===== config.mk =====
export PLATFORM = sky130hd
export DESIGN_NAME = rom_read_arbiter
export DESIGN_NICKNAME = d
export VERILOG_FILES = /design/src/rtl/rom_arb_pkg.sv /design/src/rtl/rr_arbiter.sv /design/src/rtl/rom_read_arbiter.sv
export SDC_FILE = /design/constraint.sdc
export NUM_CORES = 1
export LEC_CHECK = 0
export BUFFER_PORTS_ARGS = -buffer_cell sky130_fd_sc_hd__buf_2
export CAP_MARGIN = 25
export CORE_MARGIN = 1
export CORE_UTILIZATION = 50
export DETAILED_ROUTE_END_ITERATION = 16
export MAX_ROUTING_LAYER = met4
export PLACE_DENSITY_LB_ADDON = 0.25
export SLEW_MARGIN = 10
export SYNTH_ARGS = -nofsm -noshare
export SYNTH_HDL_FRONTEND = slang
export SYNTH_HIERARCHICAL = 1
export SYNTH_SLANG_ARGS = --single-unit
export TNS_END_PERCENT = 10

===== constraint.sdc =====
create_clock -name clk -period 5.5 [get_ports clk]
set_clock_uncertainty 0.15 [all_clocks]
set_input_delay 0.275 -clock clk [delete_from_list [all_inputs] [get_ports clk]]
set_output_delay 0.275 -clock clk [all_outputs]
set_load 0.05 [all_outputs]

===== src/rtl/rom_arb_pkg.sv =====
`default_nettype none
// ============================================================================
// Module   : rom_arb_pkg
// Purpose  : Shared types and helper functions for the ROM read arbiter.
//            MAX_NREQ bounds the requester count. grant_t is a one-hot
//            grant vector sized for MAX_NREQ. onehot_to_idx and rr_pick
//            carry the arbitration arithmetic.
// Ports    : none (package)
// Revision : 1.0 - initial release
// ============================================================================
package rom_arb_pkg;

   localparam int MAX_NREQ = 8;
   localparam int IDXW     = 3;   // enough to index MAX_NREQ requesters

   typedef logic [MAX_NREQ-1:0] grant_t;

   // Binary index of the set bit of a one-hot vector. Returns 0 for all-zero.
   function automatic logic [IDXW-1:0] onehot_to_idx(input grant_t onehot);
      logic [IDXW-1:0] idx;
      idx = '0;
      for (int k = 0; k < MAX_NREQ; k++) begin
         if (onehot[k]) idx = idx | IDXW'(k);
      end
      return idx;
   endfunction

   // Round-robin pick. Returns a one-hot grant for the first valid requester
   // found when searching from ptr upward, modulo nreq.
   function automatic grant_t rr_pick(input grant_t valid,
                                      input logic [IDXW-1:0] ptr,
                                      input int nreq);
      grant_t     gnt;
      logic       found;
      logic [3:0] idx;
      gnt   = '0;
      found = 1'b0;
      for (int k = 0; k < MAX_NREQ; k++) begin
         idx = {1'b0, ptr} + 4'(k);
         if (idx >= 4'(nreq)) idx = idx - 4'(nreq);
         if ((k < nreq) && !found && valid[idx[IDXW-1:0]]) begin
            gnt[idx[IDXW-1:0]] = 1'b1;
            found              = 1'b1;
         end
      end
      return gnt;
   endfunction

endpackage
`default_nettype wire


===== src/rtl/rr_arbiter.sv =====
`default_nettype none
// ============================================================================
// Module   : rr_arbiter
// Purpose  : Combinational round-robin grant with a sticky lock owner.
//            This block holds the round-robin pointer and the lock-owner
//            state. Every grant is treated as an accept, because a grant is
//            only given to a requester that is valid.
// Ports    : clk      - clock
//            rst_n    - asynchronous active-low reset
//            valid_i  - per-requester request
//            lock_i   - per-requester lock request, sampled on accept
//            grant_o  - one-hot grant, zero when nothing is valid
// Revision : 1.0 - initial release
// ============================================================================
module rr_arbiter
   import rom_arb_pkg::*;
#(
   parameter int NREQ = 2
) (
   input  logic            clk,
   input  logic            rst_n,
   input  logic [NREQ-1:0] valid_i,
   input  logic [NREQ-1:0] lock_i,
   output logic [NREQ-1:0] grant_o
);

   grant_t          valid_ext;
   grant_t          lock_ext;
   grant_t          lock_gnt;
   grant_t          grant_d;
   logic [IDXW-1:0] grant_idx;
   logic            lock_hit;
   logic            any_grant;

   logic [IDXW-1:0] ptr_q;
   logic [IDXW-1:0] owner_q;
   logic            owner_vld_q;

   always_comb begin
      valid_ext             = '0;
      valid_ext[NREQ-1:0]   = valid_i;
      lock_ext              = '0;
      lock_ext[NREQ-1:0]    = lock_i;
      lock_hit              = owner_vld_q && valid_ext[owner_q];
      lock_gnt              = '0;
      lock_gnt[owner_q]     = 1'b1;
      grant_d               = lock_hit ? lock_gnt : rr_pick(valid_ext, ptr_q, NREQ);
      grant_idx             = onehot_to_idx(grant_d);
      any_grant             = |grant_d;
   end

   assign grant_o = grant_d[NREQ-1:0];

   always_ff @(posedge clk or negedge rst_n) begin
      if (!rst_n) begin
         ptr_q       <= '0;
         owner_q     <= '0;
         owner_vld_q <= 1'b0;
      end else if (any_grant) begin
         ptr_q       <= (grant_idx == IDXW'(NREQ-1)) ? '0 : grant_idx + 1'b1;
         owner_q     <= grant_idx;
         owner_vld_q <= lock_ext[grant_idx];
      end else begin
         // No grant means nobody is valid, and that includes the owner.
         owner_vld_q <= 1'b0;
      end
   end

endmodule
`default_nettype wire


===== src/rtl/rom_read_arbiter.sv =====
`default_nettype none
// ============================================================================
// Module   : rom_read_arbiter
// Purpose  : Shares one synchronous single-port ROM read port between NREQ
//            requesters. Arbitration is round-robin with an optional lock.
//            Each issued read is tagged, and the ROM word is returned to the
//            requester that issued it.
// Config   : `define ROM_ARB_RSP_REG_EN adds an output register on
//            rsp_valid/rsp_data. This makes the latency 2 cycles instead of 1.
// Ports    : clk, rst_n   - clock, asynchronous active-low reset
//            req_valid    - per-requester read request
//            req_addr     - packed addresses, requester i at [i*ADDRW +: ADDRW]
//            req_lock     - keep the grant while the requester stays valid
//            req_ready    - one-hot accept
//            rsp_valid    - one-hot response strobe
//            rsp_data     - ROM word, broadcast to all requesters
//            rom_addr     - to ROM address input
//            rom_data     - from ROM data output (1-cycle latency)
// Revision : 1.0 - initial release
// ============================================================================
module rom_read_arbiter
   import rom_arb_pkg::*;
#(
   parameter  int NREQ  = 2,
   parameter  int WIDTH = 8,
   parameter  int DEPTH = 256,
   localparam int ADDRW = $clog2(DEPTH)
) (
   input  logic                  clk,
   input  logic                  rst_n,
   input  logic [NREQ-1:0]       req_valid,
   input  logic [NREQ*ADDRW-1:0] req_addr,
   input  logic [NREQ-1:0]       req_lock,
   output logic [NREQ-1:0]       req_ready,
   output logic [NREQ-1:0]       rsp_valid,
   output logic [WIDTH-1:0]      rsp_data,
   output logic [ADDRW-1:0]      rom_addr,
   input  logic [WIDTH-1:0]      rom_data
);

   logic [NREQ-1:0]  arb_grant;
   logic [NREQ-1:0]  grant;
   logic             any_grant;
   logic [ADDRW-1:0] sel_addr;
   logic [ADDRW-1:0] addr_q;
   logic [NREQ-1:0]  tag_q;

   rr_arbiter #(
      .NREQ    (NREQ)
   ) u_rr_arbiter (
      .clk     (clk),
      .rst_n   (rst_n),
      .valid_i (req_valid),
      .lock_i  (req_lock),
      .grant_o (arb_grant)
   );

   // While reset is held, the grant is masked. This keeps req_ready and
   // rom_addr at their reset values even if requesters are already valid.
   assign grant     = arb_grant & {NREQ{rst_n}};
   assign any_grant = |grant;
   assign req_ready = grant;

   always_comb begin
      sel_addr = '0;
      for (int i = 0; i < NREQ; i++) begin
         if (grant[i]) sel_addr = req_addr[i*ADDRW +: ADDRW];
      end
   end

   // When idle, the last issued address is held so the ROM input does not toggle.
   assign rom_addr = any_grant ? sel_addr : addr_q;

   always_ff @(posedge clk or negedge rst_n) begin
      if (!rst_n) begin
         addr_q <= '0;
         tag_q  <= '0;
      end else begin
         tag_q <= grant;
         if (any_grant) addr_q <= sel_addr;
      end
   end

`ifdef ROM_ARB_RSP_REG_EN
   logic [NREQ-1:0]  rsp_valid_q;
   logic [WIDTH-1:0] rsp_data_q;

   always_ff @(posedge clk or negedge rst_n) begin
      if (!rst_n) begin
         rsp_valid_q <= '0;
         rsp_data_q  <= '0;
      end else begin
         rsp_valid_q <= tag_q;
         if (|tag_q) rsp_data_q <= rom_data;
      end
   end

   assign rsp_valid = rsp_valid_q;
   assign rsp_data  = rsp_data_q;
`else
   // The ROM word passes through while a tag is in flight. Otherwise the
   // output is zero, so rsp_data reads 0 out of reset.
   assign rsp_valid = tag_q;
   assign rsp_data  = (|tag_q) ? rom_data : '0;
`endif

endmodule
`default_nettype wire


==> results of run 1 <==
==> layout make-up <==
type / count / area (um^2) / area share [%]
multi-input combinational: 84 / 742 / 49.4
sequential: 17 / 425 / 28.3
clock buffer: 4 / 26.3 / 1.75
timing repair buffer: 50 / 255 / 17.0
inverter: 5 / 18.8 / 1.25
tap: 28 / 35.0 / 2.33
==> repair_timing <==
item                                   in CTS  in global routing
endpoints found under the hold margin      17                  0
setup endpoints to repair                   0                  0
hold buffers                                1                  0
==> sequential cells by signal (all words and copies together), names as in the netlist <==
name and flops:
u_rr_arbiter/ptr_q 3, u_rr_arbiter/owner_vld_q 1, addr_q 8, rsp_valid 2, u_rr_arbiter/owner_q 3
==> logic make-up (layout without fill, tap and decap cells) <==
group,count (synthesis),after routing,synth area share [%]
mux,3,3,2.55
simple gates,47,47,29.9
buf+inv,10,59,4.80
compound gates,26,26,20.5
xor+xnor,2,2,1.43
flops,17,17,34.7
fa+ha+maj,6,6,6.12
==> routing by layer <==
metal,up-vias,global-route usage (%),wire [um]
met5,-,-,0
met4,0,7.21,21
met3,4,3.51,100
met2,28,33.5,1220
met1,491,23.8,1080
li1,508,-,-
==> synthesized netlist by cell type (all sizes together) (2+ instances only) <==
master | number | area share [%]
nor4 | 2 | 1.5
nand3b | 8 | 4.9
nand2 | 5 | 1.5
a21oi | 3 | 1.5
nor3b | 2 | 2.0
nor2b | 9 | 4.6
o21ai | 2 | 0.82
dfrtp | 17 | 35
ha | 6 | 6.1
o211a | 8 | 6.5
and2 | 5 | 2.7
mux2i | 2 | 1.6
a21o | 7 | 4.3
a221oi | 2 | 3.4
buf | 4 | 2.9
nand4bb | 8 | 7.3
inv | 5 | 1.5
nor2 | 3 | 0.92
==> placed cells by master, fill, tap and decap left out <==
cell / netlist / final
a211oi_2: 1 / 1
a21o_1: 7 / 7
a21oi_1: 2 / 2
a21oi_2: 1 / 1
a221o_1: 1 / 1
a221oi_2: 1 / 1
a221oi_4: 1 / 1
and2_1: 4 / 4
and2_2: 1 / 1
and3_1: 1 / 1
and3b_1: 1 / 1
buf_2: 1 / 49
clkbuf_1: 0 / 1
clkbuf_4: 0 / 3
dfrtp_1: 17 / 17
dlygate4sd3_1: 0 / 1
ha_1: 6 / 6
inv_1: 5 / 5
mux2_2: 1 / 1
mux2i_1: 2 / 2
nand2_1: 5 / 5
nand2b_1: 1 / 1
nand3b_1: 8 / 8
nand4bb_1: 8 / 8
nor2_1: 3 / 3
nor2b_1: 9 / 9
nor3b_2: 2 / 2
nor4_1: 1 / 1
nor4_2: 1 / 1
nor4b_4: 1 / 1
o2111a_1: 1 / 1
o211a_1: 8 / 8
o21a_4: 1 / 1
o21ai_0: 1 / 1
o21ai_1: 1 / 1
or2_4: 1 / 1
xnor2_1: 1 / 1
xor2_1: 1 / 1
==> path summary, 6_finish.rpt <==
path                                         startpoint                 endpoint  slack, ps  cells past startpoint
worst max-delay path              u_rr_arbiter/ptr_q[0]              rom_addr[5]       1880                     10
worst max register to register    u_rr_arbiter/ptr_q[0]                addr_q[5]       2550                      9
worst min register to register  u_rr_arbiter/owner_q[1]  u_rr_arbiter/owner_q[1]        370                      1
min in group asynchronous                         rst_n                addr_q[6]        390                      2
worst min-delay path                        req_addr[8]                addr_q[0]        170                      3
max in group asynchronous                         rst_n                addr_q[2]       4380                      2
==> critical path: cells and delay by family, from the launching register on <==
kind	cells	cell delay, ps
simple gates	1	380
fa+ha+maj	1	260
buf+inv	3	650
compound gates	5	1080
flops	1	530
==> metrics by stage <==
stage	hold WS [ps]	util (%)	instances	power [W]	setup WS [ps]
floorplan	-171	-	111	0.000648	2510
global placement	163	65.0	183	0.000731	2320
detailed placement	176	65.0	183	0.000739	2190
CTS	171	66.6	188	0.000805	1870
global route	175	66.6	188	0.000844	1650
finish	171	66.6	188	0.000800	1880
==> power breakdown <==
group	internal, W	switching, W
Sequential	0.000169	0.0000253
Clock	0.0000282	0.0000375
Combinational	0.000160	0.000380
==> qor.csv, run 1 <==
stage,metric,value,unit
status,status,"complete, no violations",
clock_tree,CTS buffer count,3,
critical_path,startpoint types,flip-flop,
grt,largest net degree at the start of global routing,37,
sta,final setup vio count,0,
grt,vias in the first global route,965,
finish,fill count,206,
logic_synthesis,syn_nets,147,
floorplan,Ports,50,
route,per-cell routed wire length,12.9,um
route,residual DRC count,0,
min_path,min-delay worst type,in2reg,
clock_tree,Clock Latency Late Sink,290,ps
finish,Antenna diodes,0,
sta,Final Critical Period,3620,ps
clock_tree,CTS tree,built,
clock_tree,clk slew on worst S/H paths,100,ps
sta,maximum clock frequency,276,MHz
logic_synthesis,"flops & latches, synth",17,
clock_tree,clk sinks,17,
placement,"Cell Area, Placed",0.00147,mm^2
floorplan,die area,0.00265,mm^2
floorplan,initial core utilization,54.4,%
logic_synthesis,Synth warnings,6,
clock_tree,Post-CTS Setup Bufs,0,
critical_path,worst path cell trace,inv_1 > ha_1 > nor4b_4 > a21o_1 > o21ai_1 > a221oi_4 > inv_1 > o21a_4 > o211a_1 > buf_2,
clock_tree,total number of H-tree levels,1,
finish,Post-layout nets,197,
grt,gr ovfl total,0,
floorplan,die width,51.5,um
critical_path,most used cell along the critical path,inv_1,
critical_path,largest stage delay on the critical path,530,ps
floorplan,Die Y,51.5,um
floorplan,CORE AREA,0.00225,mm^2
critical_path,CP max-delay cell,dfrtp_1,
route,DRT iter0 DRCs,11,
finish,"Design Area, Final",0.00150,mm^2
logic_synthesis,Post-Syn Area,0.00123,mm^2
grt,first-pass GRT wire length,3.93,mm
sta,Post-Route Setup TNS,0,ps
sta,RSZ-0062 raised after global routing,false,
job,max-cap check violation count,0,
critical_path,data required time of the critical path,5080,ps
sta,"Slew Viols, Final",0,
finish,Syn-to-layout area delta,22.6,%
placement,DP HPWL,1.86,mm
placement,GPL Wtd Cong,0.833,
route,post-route ant nets,0,
logic_synthesis,main flop type after synthesis,dfrtp_1,
route,DRT Pass-1 Iters,4,
logic_synthesis,sequential-to-total area share from yosys stat,34.7,%
sta,Worst Max-Slew Pin Slew,705,ps
route,via/cell ratio,5.48,
logic_synthesis,Mean Syn Cell Area,11.0,um^2
logic_synthesis,"EDFF count, synth",0,
clock_tree,clock root cell,clkbuf_4,
sta,Final Hold Vio Count,0,
finish,layout cells sized above 1,40.0,%
clock_tree,# resized after CTS,0,
critical_path,crit path capture type,output pin,
power,PwrDens,532,mW/mm^2
power,leak pwr,0.780,nW
logic_synthesis,Yosys cell types,38,
floorplan,num rows,17,
clock_tree,clock buffer depth,2,
route,final wirelength,2.43,mm
logic_synthesis,async set or reset register ratio after synthesis,100,%
critical_path,crit path max fanout,20,
power,Worst IR Drop VDD,342,uV
grt,GRT Total Usage,19.9,%
sta,period utilization,65.8,%
critical_path,WS Path Type,reg2out,
logic_synthesis,post-synthesis instance total,111,
sta,Slew headroom,52.8,%
route,Vias,1031,
placement,Port Buffer Count,49,
grt,initial antenna violation count,0,
critical_path,WP data arrival,3190,ps
(Power assumes the default switching activity.)
==> run 2, diff against run 1 <==
--- a/config.mk
+++ b/config.mk
@@ -8,7 +8,7 @@
 export BUFFER_PORTS_ARGS = -buffer_cell sky130_fd_sc_hd__buf_2
 export CAP_MARGIN = 25
 export CORE_MARGIN = 1
-export CORE_UTILIZATION = 50
+export CORE_UTILIZATION = 43
 export DETAILED_ROUTE_END_ITERATION = 16
 export MAX_ROUTING_LAYER = met4
 export PLACE_DENSITY_LB_ADDON = 0.25
==> constraint.sdc (replaced) <==
create_clock -name clk -period 3.29 [get_ports clk]
set_clock_uncertainty 0.15 [all_clocks]
set_input_delay 0.1645 -clock clk [delete_from_list [all_inputs] [get_ports clk]]
set_output_delay 0.1645 -clock clk [all_outputs]
set_load 0.05 [all_outputs]
==> run 2 against run 1 <==
Against the previous run: design area up 4.2%; global-route usage shrank 2.9 points; total power is 74% higher.
==> qor.csv, run 2 (synthesis gave the netlist of run 1 again) <==
stage,metric,value,unit
floorplan,Ports,50,
min_path,min-delay worst type,in2reg,
critical_path,crit path max fanout,7,
clock_tree,CTS tree,built,
finish,Antenna diodes,0,
route,DRT iter0 DRCs,21,
power,leak pwr,0.815,nW
finish,Post-layout nets,204,
placement,DP Worst Slack,306,ps
clock_tree,clk sinks,17,
sta,Worst Max-Slew Pin Slew,648,ps
floorplan,die width,55.4,um
sta,fin worst setup slack,137,ps
floorplan,die area,0.00307,mm^2
route,via/cell ratio,5.31,
placement,"Cell Area, Placed",0.00149,mm^2
floorplan,num rows,19,
finish,most frequent cells in the layout,"buf_2 (48), dfrtp_1 (16), nor2b_1 (9)",
sta,final setup vio count,0,
floorplan,initial core utilization,44.9,%
clock_tree,CTS buffer count,3,
critical_path,crit path capture type,output pin,
grt,GRT Total Usage,17.0,%
route,residual DRC count,0,
finish,Syn-to-layout area delta,27.8,%
finish,max FFs per register,8,
grt,initial antenna violation count,0,
finish,layout cells sized above 1,44.9,%
placement,Port Buffer Count,49,
clock_tree,total number of H-tree levels,1,
route,post-route ant nets,0,
job,max-cap check violation count,0,
floorplan,CORE AREA,0.00273,mm^2
critical_path,data required time of the critical path,2980,ps
sta,Slew headroom,56.8,%
power,post-layout total power,0.00139,W
sta,Final Hold Vio Count,0,
grt,vias in the first global route,985,
sta,maximum clock frequency,317,MHz
power,Worst IR Drop VDD,921,uV
sta,period utilization,95.8,%
critical_path,WP data arrival,2840,ps
clock_tree,clock root cell,clkbuf_4,
clock_tree,Clock Latency Late Sink,300,ps
critical_path,startpoint types,flip-flop,
clock_tree,clk slew on worst S/H paths,100,ps
finish,Top reg by flops,addr_q,
finish,"commonest non-fill, non-tap cell in the layout",buf_2,
power,PwrDens,889,mW/mm^2
clock_tree,clock buffer depth,2,
route,Vias,1052,
critical_path,WS Path Type,reg2out,
grt,gr ovfl total,0,
placement,GPL Wtd Cong,0.821,
floorplan,Die Y,55.4,um
grt,first-pass GRT wire length,4.11,mm
finish,top flop regs,"addr_q: 8 flops, u_rr_arbiter/owner_q: 3 flops, u_rr_arbiter/ptr_q: 3 flops",
placement,DP HPWL,2.01,mm
finish,"Design Area, Final",0.00157,mm^2
sta,RSZ-0062 raised after global routing,true,
route,per-cell routed wire length,13.2,um
route,final wirelength,2.62,mm
route,DRT Pass-1 Iters,6,
sta,Final Critical Period,3150,ps
sta,"Slew Viols, Final",0,
status,status,"complete, no violations",
grt,largest net degree at the start of global routing,37,
sta,worst hold slack,49.1,ps
==> run 2: worst max-delay path, cell delays in order, from the launching register on <==
cell       delay, ps
dfrtp_2          470
inv_1            120
ha_1             200
nor4b_4          310
a21o_1           140
o21ai_1           90
a221oi_4         350
inv_2            120
buf_4            170
nand4bb_1        180
o211a_1          170
buf_2            210
==> run 2: layer usage <==
| metal | wire, um | GRT usage (%) | vias up |
|---|---|---|---|
| met2 | 1320 | 28.7 | 27 |
| met5 | 0 | - | - |
| met4 | 59 | 7.50 | 0 |
| li1 | - | - | 521 |
| met1 | 1150 | 20.3 | 496 |
| met3 | 91 | 2.11 | 8 |
==> run 2: timing repair <==
item | CTS | global route
endpoints found under the hold margin | 17 | 0
hold buffers | 1 | 0
gates cloned | 0 | 0
gates resized for setup | 2 | 3
setup buffers | 0 | 4
pin swaps | 0 | 1
setup endpoints to repair | 8 | 8
==> run 2: layout make-up <==
type	count	area, um^2
Tap cell	31	38.8
Clock inverter	1	5.00
Timing Repair Buffer	57	310
Clock buffer	3	22.5
Sequential cell	17	427
Fill cell	239	1170
Inverter	5	18.8
Multi-Input combinational cell	84	744
==> run 2: final timing paths <==
check	start	to	slack, ps	cells after the start
worst max-delay path	u_rr_arbiter/ptr_q[1]	rom_addr[4]	140	11
worst min-delay path	req_addr[11]	addr_q[3]	50	3
worst max register to register	u_rr_arbiter/ptr_q[1]	addr_q[4]	700	10
worst min register to register	u_rr_arbiter/owner_q[2]	u_rr_arbiter/owner_q[2]	360	1
max in group asynchronous	rst_n	u_rr_arbiter/ptr_q[1]	2270	2
min in group asynchronous	rst_n	addr_q[3]	260	2
==> run 2: power breakdown <==
group / total, W / switching [W] / internal, W / leakage [nW]
logic: 0.000972 / 0.000666 / 0.000306 / 0.594
registers: 0.000309 / 0.0000268 / 0.000283 / 0.204
clock network: 0.000112 / 0.0000665 / 0.0000453 / 0.0177
total: 0.00139 / 0.000759 / 0.000634 / 0.815
==> run 2: stage by stage <==
step	TNS (ps)	cells	utilization [%]
after floorplan	0	111	-
after global placement	0	189	54.6
after detailed placement	0	189	54.6
after CTS	0	194	56.1
after global routing	-32.4	198	57.3
final	0	198	57.3
==> run 3, diff against run 2 <==
--- a/config.mk
+++ b/config.mk
@@ -5,10 +5,11 @@
 export SDC_FILE = /design/constraint.sdc
 export NUM_CORES = 1
 export LEC_CHECK = 0
+export ABC_AREA = 1
 export BUFFER_PORTS_ARGS = -buffer_cell sky130_fd_sc_hd__buf_2
 export CAP_MARGIN = 25
 export CORE_MARGIN = 1
-export CORE_UTILIZATION = 43
+export CORE_UTILIZATION = 48
 export DETAILED_ROUTE_END_ITERATION = 16
 export MAX_ROUTING_LAYER = met4
 export PLACE_DENSITY_LB_ADDON = 0.25
==> constraint.sdc (replaced) <==
create_clock -name clk -period 3.1 [get_ports clk]
set_clock_uncertainty 0.15 [all_clocks]
set_input_delay 0.155 -clock clk [delete_from_list [all_inputs] [get_ports clk]]
set_output_delay 0.155 -clock clk [all_outputs]
set_load 0.05 [all_outputs]
==> run 3 against run 2 <==
Against the previous run: clock power rose by 4%; combinational power fell by 96%; largest cell class unchanged; die area fell by 9.3%; design area increased by 4.6%; clock-buffer cell count did not move; register-to-register slack better by 60 ps; total power shrank 73%; area after synthesis increased by 0.92%; hold slack got worse by 26 ps; synthesized cell count increased by 53%; routed wire length grew 13%.
==> qor.csv, run 3 <==
stage,metric,value,unit
status,status,"complete, no violations",
placement,Port Buffer Count,49,
logic_synthesis,sequential-to-total area share from yosys stat,34.4,%
placement,"Cell Area, Placed",0.00150,mm^2
finish,most frequent cells in the layout,"buf_2 (46), nand2_1 (39), inv_1 (27)",
finish,Top reg by flops,addr_q,
job,max-cap check violation count,0,
clock_tree,CTS buffer count,3,
critical_path,reg-to-reg critical path startpoint,u_rr_arbiter/ptr_q[1],
logic_synthesis,most frequent cell after synthesis,nand2_1,
grt,GRT Total Usage,22.4,%
finish,"commonest non-fill, non-tap cell in the layout",buf_2,
clock_tree,clk sinks,17,
sta,worst hold slack,23.1,ps
sta,final setup vio count,0,
logic_synthesis,top cells by instance count after synthesis,"nand2_1 (39), inv_1 (27), nand3_1 (25)",
clock_tree,clk slew on worst S/H paths,100,ps
critical_path,WS Path Type,reg2out,
min_path,min-delay worst type,in2reg,
grt,first-pass GRT wire length,4.51,mm
clock_tree,Clock Latency Late Sink,280,ps
logic_synthesis,syn_nets,206,
clock_tree,clock root cell,clkbuf_4,
route,via/cell ratio,4.93,
power,leak pwr,1.04,nW
finish,max FFs per register,8,
finish,top flop regs,"addr_q: 8 flops, u_rr_arbiter/owner_q: 3 flops, u_rr_arbiter/ptr_q: 3 flops",
sta,Final Hold Vio Count,0,
floorplan,die width,52.8,um
finish,Post-layout nets,269,
critical_path,crit path max fanout,9,
critical_path,reg2reg end,addr_q[3],
critical_path,WP data arrival,2600,ps
sta,Slew headroom,67.7,%
route,post-route ant nets,0,
sta,Final Critical Period,2910,ps
logic_synthesis,Mean Syn Cell Area,7.28,um^2
route,final wirelength,2.96,mm
floorplan,num rows,18,
placement,DP HPWL,2.20,mm
sta,maximum clock frequency,344,MHz
critical_path,r2r setup slk,760,ps
logic_synthesis,post-synthesis instance total,170,
clock_tree,total number of H-tree levels,1,
route,Vias,1292,
power,Worst IR Drop VDD,286,uV
route,DRT Pass-1 Iters,4,
critical_path,crit path capture type,output pin,
sta,period utilization,93.8,%
power,PwrDens,232,mW/mm^2
logic_synthesis,async set or reset register ratio after synthesis,100,%
critical_path,largest stage delay on the critical path,490,ps
placement,GPL Wtd Cong,0.830,
route,DRT iter0 DRCs,25,
floorplan,Ports,50,
grt,vias in the first global route,1156,
logic_synthesis,Area contributors post-synth,"dfrtp_1 (34%), nand2_1 (12%), nand3_1 (10%)",
logic_synthesis,Post-Syn Area,0.00124,mm^2
finish,utilization after layout,66.8,%
finish,Syn-to-layout area delta,32.5,%
critical_path,CP max-delay cell,dfrtp_2,
finish,"Design Area, Final",0.00164,mm^2
grt,largest net degree at the start of global routing,21,
clock_tree,CTS tree,built,
critical_path,most used cell along the critical path,nand2_1,
min_path,HP Start,req_addr[6],
critical_path,Reg2Reg Depth,13,
route,per-cell routed wire length,11.3,um
critical_path,Buffers & Inverters on Critical Path,5,
grt,gr ovfl total,0,
logic_synthesis,Synth area leader,dfrtp_1,
clock_tree,clock buffer depth,2,
critical_path,Crit path max-delay family,simple AND/OR/NAND/NOR gates,
critical_path,data required time of the critical path,2790,ps
logic_synthesis,Yosys cell types,24,
finish,Antenna diodes,0,
floorplan,die area,0.00279,mm^2
logic_synthesis,Synth warnings,6,
floorplan,Die Y,52.8,um
floorplan,CORE AREA,0.00245,mm^2
logic_synthesis,Synth top area share,34.4,%
logic_synthesis,"EDFF count, synth",0,
logic_synthesis,"flops & latches, synth",17,
route,residual DRC count,0,
min_path,Hold Path Depth,3,
critical_path,worst path cell trace,inv_6 > ha_1 > inv_1 > nor2_1 > nand2_1 > nand2_1 > nor2b_4 > nand3_1 > nand2_2 > nand2_1 > inv_1 > nand2_4 > clkinv_4 > nand2_1 > nand3_1 > buf_2,
floorplan,initial core utilization,50.4,%
finish,layout cells sized above 1,33.2,%
sta,"Slew Viols, Final",0,
sta,Worst Max-Slew Pin Slew,484,ps
min_path,hold worst-path end,addr_q[6],
grt,initial antenna violation count,0,
critical_path,startpoint types,flip-flop,
logic_synthesis,main flop type after synthesis,dfrtp_1,
-- run 3: changes by cell type in the layout (fill, tap and decap cells not counted), moves of 9 or more --
| cell | previous run | this run |
|---|---|---|
| nor2_1 | 2 | 22 |
| inv_1 | 4 | 27 |
| nor2b_1 | 9 | 0 |
| nand2_1 | 5 | 39 |
| nand3_1 | 0 | 25 |
-- run 3: where the power goes --
group          switching [W]  internal, W
clock network      0.0000686    0.0000478
registers                  0     0.000222
logic              0.0000183    0.0000246
total              0.0000868     0.000294
-- run 3: cell type report --
type	count	area [um^2]
clock buffers	3	22.5
inverters	33	139
well taps	30	37.5
clock inverters	1	5.00
repair buffers	60	358
multi-input cells	118	651
flip-flops and latches	17	427
fillers	207	816
-- run 3: repair_timing --
item	4_1_cts	5_1_grt
resized for setup	0	4
endpoints found under the hold margin	25	0
endpoints found under the setup margin	0	8
buffers inserted	0	2
hold buffers	9	0
-- run 3: worst min-delay path, delay by kind of cell --
family	cells	cell delay (ps)
buf+inv	1	80
simple gates	2	190
-- run 3: worst max-delay path by stage --
| stage | startpoint | endpoint | slack, ps | depth (start not counted) |
|---|---|---|---|---|
| finish | u_rr_arbiter/ptr_q[0] | rom_addr[0] | 190 | 16 |
| global route | u_rr_arbiter/ptr_q[1] | rom_addr[0] | -4 | 16 |
| CTS | u_rr_arbiter/ptr_q[0] | rom_addr[3] | 40 | 16 |
| detailed placement | u_rr_arbiter/ptr_q[0] | rom_addr[3] | 370 | 16 |
| global placement | u_rr_arbiter/ptr_q[0] | rom_addr[4] | 490 | 16 |
| floorplan | u_rr_arbiter/ptr_q[0] | addr_q[0] | 360 | 17 |
-- run 3: logic make-up (layout without fill, tap and decap cells) --
logic type | Yosys count | count (layout) | synth area share (%)
and+or+nand+nor | 104 | 104 | 42.5
xor gates and xnor gates | 1 | 1 | 0.708
buffers and inverters | 35 | 97 | 13.0
AOI/OAI and AO/OA | 7 | 7 | 3.34
adders and majority gates | 6 | 6 | 6.07
DFF | 17 | 17 | 34.4
-- run 3: per-layer routing --
layer | vias to the layer above | track usage (%) | routed length (um)
met1 | 595 | 26.0 | 1270
li1 | 650 | - | -
met2 | 45 | 39.2 | 1540
met3 | 2 | 4.06 | 146
met5 | - | - | 0
met4 | 0 | 6.14 | 7
-- run 3: stage by stage --
step / std cells / total power (W) / setup TNS, ps / setup WS [ps]
6_report: 262 / 0.000381 / 0 / 191
5_1_grt: 262 / 0.000399 / -5.33 / -4.29
4_1_cts: 260 / 0.000385 / 0 / 42.8
3_5_place_dp: 247 / 0.000260 / 0 / 367
3_3_place_gp: 247 / 0.000260 / 0 / 488
2_1_floorplan: 170 / 0.000235 / 0 / 359
